### src/rtl/alu_seq_ctrl.sv
// alu_seq_ctrl: round-robin sequencer in front of a shared 4-bit ALU.
// Two requesters present W = 4*NIB bit operations. The winner's operation is
// run as NIB back-to-back nibble passes, LSB first, and the carry is chained
// between passes for add. The assembled result is returned with the
// requester id.
// Optional build macro ALU_SEQ_ERR_EN: when defined, opcodes other than
// add/OR/AND bypass the ALU and return an error response one cycle after the
// grant. When undefined, every opcode runs through the ALU and resp_err is 0.
module alu_seq_ctrl #(
  parameter int NIB = 2
) (
  input  logic             clk,
  input  logic             rst,
  input  logic             req0_valid,
  output logic             req0_ready,
  input  logic [2:0]       req0_op,
  input  logic [4*NIB-1:0] req0_a,
  input  logic [4*NIB-1:0] req0_b,
  input  logic             req0_cin,
  input  logic             req1_valid,
  output logic             req1_ready,
  input  logic [2:0]       req1_op,
  input  logic [4*NIB-1:0] req1_a,
  input  logic [4*NIB-1:0] req1_b,
  input  logic             req1_cin,
  output logic [3:0]       alu_a,
  output logic [3:0]       alu_b,
  output logic [2:0]       alu_ctrl,
  output logic             alu_cin,
  input  logic [3:0]       alu_out,
  input  logic             alu_cout,
  output logic             resp_valid,
  output logic             resp_id,
  output logic [4*NIB-1:0] resp_data,
  output logic             resp_cout,
  output logic             resp_err,
  output logic             busy
);

  localparam int         W      = 4 * NIB;
  localparam logic [2:0] OP_ADD = 3'b000;
  localparam logic [3:0] K_LAST = 4'(NIB - 1);

  typedef enum logic [1:0] {IDLE, EXEC, RESP} state_t;

  state_t         state_q;
  logic   [3:0]   k_q;
  logic           last_grant_q;

  logic   [2:0]   op_q;
  logic   [W-1:0] a_q;
  logic   [W-1:0] b_q;
  logic   [W-1:0] res_q;
  logic   [W-1:0] res_d;
  logic           id_q;

  logic   [3:0]   alu_a_q;
  logic   [3:0]   alu_b_q;
  logic   [2:0]   alu_ctrl_q;
  logic           alu_cin_q;

  logic           resp_valid_q;
  logic           resp_id_q;
  logic   [W-1:0] resp_data_q;
  logic           resp_cout_q;

  logic           any_valid;
  logic           pick1;
  logic           grant;
  logic   [2:0]   sel_op;
  logic   [W-1:0] sel_a;
  logic   [W-1:0] sel_b;
  logic           sel_cin;
  logic   [3:0]   k_nxt;

`ifdef ALU_SEQ_ERR_EN
  logic           resp_err_q;

  function automatic logic op_supported(input logic [2:0] op);
    return (op == 3'b000) || (op == 3'b010) || (op == 3'b011);
  endfunction
`endif

  // Round-robin pick: favour the requester that did not win last time; the
  // grant is suppressed while rst is high so an aborted request sees no ready.
  always_comb begin
    any_valid = req0_valid | req1_valid;
    pick1     = last_grant_q ? (req1_valid & ~req0_valid) : req1_valid;
    grant     = (state_q == IDLE) & ~rst & any_valid;
    sel_op    = pick1 ? req1_op  : req0_op;
    sel_a     = pick1 ? req1_a   : req0_a;
    sel_b     = pick1 ? req1_b   : req0_b;
    sel_cin   = pick1 ? req1_cin : req0_cin;
  end

  assign req0_ready = grant & ~pick1;
  assign req1_ready = grant &  pick1;

  // Result with the current pass's nibble merged in; feeds both the
  // accumulator and the final response so the last nibble needs no extra cycle.
  always_comb begin
    res_d                   = res_q;
    res_d[{k_q, 2'b00} +: 4] = alu_out;
    k_nxt                   = k_q + 4'd1;
  end

  // Operand capture and nibble accumulation; data path carries no reset.
  always_ff @(posedge clk) begin
    if (grant) begin
      op_q <= sel_op;
      a_q  <= sel_a;
      b_q  <= sel_b;
      id_q <= pick1;
    end
    if (state_q == EXEC) begin
      res_q <= res_d;
    end
  end

  // Control FSM with registered ALU drive and response outputs.
  always_ff @(posedge clk) begin
    if (rst) begin
      state_q      <= IDLE;
      k_q          <= '0;
      last_grant_q <= 1'b1;
      alu_a_q      <= '0;
      alu_b_q      <= '0;
      alu_ctrl_q   <= '0;
      alu_cin_q    <= 1'b0;
      resp_valid_q <= 1'b0;
      resp_id_q    <= 1'b0;
      resp_data_q  <= '0;
      resp_cout_q  <= 1'b0;
`ifdef ALU_SEQ_ERR_EN
      resp_err_q   <= 1'b0;
`endif
    end else begin
      resp_valid_q <= 1'b0;
      case (state_q)
        IDLE: begin
          if (grant) begin
            last_grant_q <= pick1;
            k_q          <= '0;
`ifdef ALU_SEQ_ERR_EN
            if (!op_supported(sel_op)) begin
              state_q      <= RESP;
              resp_valid_q <= 1'b1;
              resp_id_q    <= pick1;
              resp_data_q  <= '0;
              resp_cout_q  <= 1'b0;
              resp_err_q   <= 1'b1;
            end else begin
              state_q    <= EXEC;
              alu_a_q    <= sel_a[3:0];
              alu_b_q    <= sel_b[3:0];
              alu_ctrl_q <= sel_op;
              alu_cin_q  <= (sel_op == OP_ADD) & sel_cin;
            end
`else
            state_q    <= EXEC;
            alu_a_q    <= sel_a[3:0];
            alu_b_q    <= sel_b[3:0];
            alu_ctrl_q <= sel_op;
            alu_cin_q  <= (sel_op == OP_ADD) & sel_cin;
`endif
          end
        end
        EXEC: begin
          if (k_q == K_LAST) begin
            state_q      <= RESP;
            alu_a_q      <= '0;
            alu_b_q      <= '0;
            alu_ctrl_q   <= '0;
            alu_cin_q    <= 1'b0;
            resp_valid_q <= 1'b1;
            resp_id_q    <= id_q;
            resp_data_q  <= res_d;
            resp_cout_q  <= (op_q == OP_ADD) & alu_cout;
`ifdef ALU_SEQ_ERR_EN
            resp_err_q   <= 1'b0;
`endif
          end else begin
            k_q       <= k_nxt;
            alu_a_q   <= a_q[{k_nxt, 2'b00} +: 4];
            alu_b_q   <= b_q[{k_nxt, 2'b00} +: 4];
            alu_cin_q <= (op_q == OP_ADD) & alu_cout;
          end
        end
        RESP: begin
          state_q <= IDLE;
        end
        default: begin
          state_q <= IDLE;
        end
      endcase
    end
  end

  assign alu_a      = alu_a_q;
  assign alu_b      = alu_b_q;
  assign alu_ctrl   = alu_ctrl_q;
  assign alu_cin    = alu_cin_q;
  assign resp_valid = resp_valid_q;
  assign resp_id    = resp_id_q;
  assign resp_data  = resp_data_q;
  assign resp_cout  = resp_cout_q;
  assign busy       = (state_q != IDLE);

`ifdef ALU_SEQ_ERR_EN
  assign resp_err = resp_err_q;
`else
  assign resp_err = 1'b0;
`endif

endmodule

### config.mk
export PLATFORM = sky130hd
export DESIGN_NAME = alu_seq_ctrl
export DESIGN_NICKNAME = d
export VERILOG_FILES = /design/src/rtl/alu_seq_ctrl.sv
export SDC_FILE = /design/constraint.sdc
export NUM_CORES = 1
export LEC_CHECK = 0
export CORE_ASPECT_RATIO = 0.7
export CORE_MARGIN = 4
export CORE_UTILIZATION = 40
export DETAILED_ROUTE_END_ITERATION = 6
export PLACE_DENSITY = 0.69
export SETUP_SLACK_MARGIN = 0.02
export SYNTH_ARGS = -nofsm -noshare
export SYNTH_HDL_FRONTEND = slang
export SYNTH_SLANG_ARGS = --single-unit
### constraint.sdc
create_clock -name clk -period 3.2 [get_ports clk]
set_input_delay 0.48 -clock clk [delete_from_list [all_inputs] [get_ports clk]]
set_output_delay 0.48 -clock clk [all_outputs]
set_load 0.05 [all_outputs]
Yosys cells after proc, flatten, opt, wreduce, memory -nomap -nowiden
Index checks and enable logic that the tools add are counted.
{"block": "totals", "reg_bits": 58, "inputBits": 49, "out_inout_bits": 27, "wordCells": 76}
{"block": "classes", "addsub": 2, "eq_ne": 5, "shift": 4, "mux": 25, "bitwise_logic": 12, "n_reduce_logical": 12}
{"cell": "2-to-1 mux 4 bit", "count": 6}
{"cell": "case mux 4 bit (2 select lines)", "count": 3}
{"cell": "2-to-1 mux 8 bit", "count": 2}
{"cell": "indexed part select 8 x 7 -> 4 bit", "count": 2}
{"cell": "2-to-1 mux 3 bit", "count": 3}
{"cell": "bitwise mux 8 bit", "count": 1}
{"cell": "negation 6 -> 8 bit", "count": 1}
{"cell": "AND reduction 2 bit", "count": 4}
{"cell": "variable shift 4 x 8 -> 8 bit, first input constant", "count": 1}
{"cell": "indexed part select 4 x 8 -> 8 bit", "count": 1}
{"cell": "AND 1 bit", "count": 7}
{"cell": "logical NOT 3 bit", "count": 2}
{"cell": "case mux 3 bit (2 select lines)", "count": 1}
{"cell": "AND reduction 3 bit", "count": 2}
{"cell": "2-to-1 mux 1 bit", "count": 5}
{"cell": "adder 4 x 1 -> 4 bit, second input constant", "count": 1}
{"cell": "equality test 4 x 1 -> 1 bit, second input constant", "count": 1}
{"cell": "2-to-1 mux 2 bit", "count": 2}
{"cell": "inequality test 2 bit, second input constant", "count": 2}
{"cell": "inverter 1 bit", "count": 4}
{"cell": "case mux 2 bit (2 select lines)", "count": 1}
{"cell": "nonzero test 2 bit", "count": 2}
{"cell": "equality test 2 x 1 -> 1 bit, second input constant", "count": 1}
{"cell": "logical NOT 2 bit", "count": 1}
{"cell": "4 further kinds", "count": 4}

Longest topological paths before layout
{"block": "depth", "ltp_word": 8, "depth_mapped": 7, "mapped_depth_nobuf": 6}

Worst setup path before layout
Ideal clock, no wire load.
{"block": "synth_timing", "path_kind": "reg2out", "startpoint": "register state_q[0]", "endpoint": "output req0_ready", "arrival_time_ns": 1.749, "t_required_ns": 2.720, "slack_ns": 0.971, "path_stages_with_launch": 6, "n_path_buf": 1, "path_cell_list": "dfxtp_1 > nor2_4 > inv_2 > or3_1 > buf_6 > nor2_1"}
{"block": "synth_between", "elab_chain_len": 4}
{"item": "start: declaration", "line": "46", "source": "state_t state_q;"}
{"item": "start signal: assignment", "line": "123", "source": "state_q <= IDLE;"}
{"item": "start signal: assignment", "line": "160", "source": "state_q <= EXEC;"}
{"item": "start signal: assignment", "line": "170", "source": "state_q <= RESP;"}
{"item": "logical NOT 2 bit", "line": "89", "source": "grant = (state_q == IDLE) & ~rst & any_valid;"}
{"item": "AND 1 bit (2 in a row)", "line": "89"}
{"item": "AND 1 bit", "line": "96", "source": "assign req0_ready = grant & ~pick1;"}
{"item": "end: declaration", "line": "15", "source": "output logic req0_ready,"}
No other way between the ends.

Worst setup path in the final report
{"block": "layout_timing", "startpoint": "input req0_valid", "endpoint": "output req1_ready"}
{"block": "layout_between", "elab_cells_between_ends": 6, "cone_classes": "mux: 1; bitwise: 5"}
{"item": "start: declaration", "line": "14", "source": "input logic req0_valid,"}
{"item": "OR 1 bit", "line": "87", "source": "any_valid = req0_valid | req1_valid;"}
{"item": "AND 1 bit", "line": "89"}
{"item": "via grant", "line": "69", "source": "logic grant;"}
{"item": "AND 1 bit", "line": "97", "source": "assign req1_ready = grant & pick1;"}
{"item": "end: declaration", "line": "21", "source": "output logic req1_ready,"}
The timed path passes the listed nets, and every way through them passes these cells.

==> flow_summary.toml <==
[die]
row_count = 24
core_sq_um = 6366
die_height_um = 76.47
dieArea_sq_um = 8091
fp.dieW_um = 105.8
num_io_pins = 76
initial_core_util_pct = 42.08

[global_routing]
grt_pass1_wl_um = 10390
grt_max_degree = 26
grt_pass1_vias = 2079
track_usage_pct = 16.27
gr-total-overflow = 0
grt_antenna_before_repair = 0

[synthesis]
yosysUniqueCellTypes = 47
synth_top_area_share_pct = 31.39
postSynthAreaPerCell_sq_um = 12.12
syn_inst = 221
yosysWarningCount = 0
syn_nets = 273
synthTopCellsByArea = "edfxtp_1 31%, dfxtp_1 22%, mux2_2 15%"
synth-seq-cells = 58
yosysTopAreaCell = "edfxtp_1"
synth-seq-area-share_pct = 53.81
syn-cell-area_sq_um = 2679

[setup_path]
end_kind = "primary output"
path_buf_inv = 3
slowest_stage = "clkdlybuf4s50_1"
crit_path_cell_trace = "clkdlybuf4s50_1 > nor2_1 > or3_1 > clkinv_8 > and2_1 > buf_12"
cpPeakStageDelay_ns = 0.47
path_class = "input pin to primary output"
crit_family = "simple AND/OR/NAND/NOR gates"
critPathLaunchType = "input pin"
crit_fanout = 25
crit_arrival_ns = 2.27
required_ns = 2.72

[layout]
final_cell_mix = "72 x clkdlybuf4s50_1, 35 x mux2_2, 30 x dfxtp_1, 28 x edfxtp_1, 18 x nor2_1"
nNetsFinal = 350
final_area_sq_um = 3690
diodes = 0
fin_cells = 394
syn2layout_area_growth_pct = 37.74
drive_gt1_share_pct = 23.10
layout_commonest_cell = "clkdlybuf4s50_1"

[route]
wl_met1_um = 2897
firstDrtPassIters = 7
drcViolationCount = 0
top_layer_used = "met4"
ant_nets = 0
vias_per_cell = 5.089
wl_met3_um = 423
routed_wirelength_um = 6198
drt-initial-drc-count = 94
wl_per_cell_um = 15.73
vias = 2005
route.met2.wl_um = 2806

[sta]
worstMarginPinSlew_ns = 0.6764
fin_tns_setup_ns = 0
min_period_over_period_pct = 85.92
rsz0062_at_grt = "no"
finalSetupViolCount = 0
slew_viol_final = 0
fin_crit_ns = 2.750
finalHoldViolations = 0
slew-limit-headroom_pct = 54.78
skew_ns = 0.006501
clock.fmax_mhz = 363.7

[placement]
gp_congestion = 0.7706
numPortBuffers = 74
place_area_sq_um = 3520
dp_cells = 378
dpl.hpwl_um = 4452

[clock_network]
clock-sinks = 58
clk_latency_ns = 0.34
cts.clk_slew.worst_paths_ns = 0.06
ctsHoldBuffers = 0
htreeDepth = 3
postCtsSetupRepairBufs = 0
clock_path_buffers = 2
ctsResizeCount = 0
cts_buffers = 9
clock-root-buffer = "clkbuf_8"
cts_tree = "yes"

[power]
internal_power_mw = 1.277
power_density_nw_per_um2 = 486.1
ir_drop_mv = 0.3077
combPwrFrac_pct = 20.4
seqPwrFrac_pct = 47.5
p_switching_mw = 0.5165
swShare_pct = 28.80
power.share.clock_pct = 32.0
leakagePower_nw = 1.305

[run]
max-cap-violations = 0

[status]
status = "finished clean"

[min_path]
hp-class = "register to register"
state kept, by name, indices dropped and copies added, names as in the netlist:
name and cells:
a_q 8, alu_a 4, alu_b 4, alu_cin 1
alu_ctrl 3, b_q 8, id_q 1, k_q 4
last_grant_q 1, op_q 3, res_q 8, resp_cout 1
resp_data 8, resp_id 1, resp_valid 1, state_q 2
path summary, 6_finish.rpt:
check	from	end	slack, ns	cells after the start
max	req0_valid	req1_ready	0.45	6
min	resp_id$_SDFFE_PP0P_	resp_id$_SDFFE_PP0P_	0.47	2
max reg2reg	state_q[1]$_SDFFE_PP0P_	resp_data[0]$_SDFFE_PP0P_	1.12	4
min reg2reg	resp_id$_SDFFE_PP0P_	resp_id$_SDFFE_PP0P_	0.47	2
area by class of cell:
type                            instances  area [sq um]
Sequential cell                        58          1441
Clock buffer                            9         123.9
Multi-Input combinational cell        144          1135
Fill cell                             570          2676
Timing Repair Buffer                   78         790.8
Clock inverter                          7         46.29
Tap cell                               91         113.9
Inverter                                7         38.79
power by group through the flow:
stage                     sequential (mW)  combinational, mW  clock, mW
after floorplan                     0.926              0.166          0
after global routing                0.858              0.393      0.619
after detailed placement            0.869              0.368          0
final                               0.853              0.367      0.574
after CTS                           0.853              0.369      0.592
after global placement              0.868              0.363          0
cells by family (layout without fill, tap and decap cells):
group / count (synthesis) / in the layout / synth area share (%)
buf+inv: 19 / 101 / 3.830
xor+xnor: 3 / 3 / 0.9810
fa+ha+maj: 3 / 3 / 1.401
mux: 36 / 36 / 15.27
flops: 58 / 58 / 53.81
compound gates: 46 / 46 / 14.20
other cells: 1 / 1 / 0.1400
simple gates: 55 / 55 / 10.37
Yosys cell counts, drive strengths merged:
cell,instances
o21ai,2
nor2,20
ha,3
and2,1
and4b,1
a21boi,1
xor2,2
nand4,1
clkbuf,2
o21a,16
a221oi,8
a211oi,1
or3,1
a41o,1
xnor2,1
o2bb2ai,1
nor4b,1
clkinv,1
nand2,11
o31a,1
nand3,4
o2111ai,1
a31o,1
a211o,1
and3,1
mux2,36
edfxtp,28
nor4,1
buf,10
nor3,10
nand2b,3
inv,6
o22ai,1
conb,1
o31ai,1
a21oi,9
dfxtp,30
a2111oi,1
through the flow:
step           setup slack, ns  util, %  hold WS, ns  power [mW]
2_1_floorplan           0.9708        -       0.4713       1.093
3_3_place_gp            0.5154    55.29       0.4634       1.231
3_5_place_dp            0.4711    55.29       0.4688       1.237
4_1_cts                 0.4580    57.96       0.4781       1.814
5_1_grt                 0.3165    57.96       0.4974       1.870
6_report                0.4505    57.96       0.4664       1.794
worst reg2reg max path: cells and delay by family (launching register included):
kind                   cells  cell delay, ns
AO/OA/AOI/OAI              1            0.37
buffers and inverters      1            0.31
flip-flops                 1            0.35
AND/OR/NAND/NOR            2            0.93
layer usage:
layer | global-route usage, % | vias to the layer above
li1 | - | 975
met5 | 0 | -
met4 | 5.951 | 0
met3 | 5.843 | 8
met1 | 21.81 | 959
met2 | 24.11 | 63
Note: power is estimated with default switching activity, not from simulation.
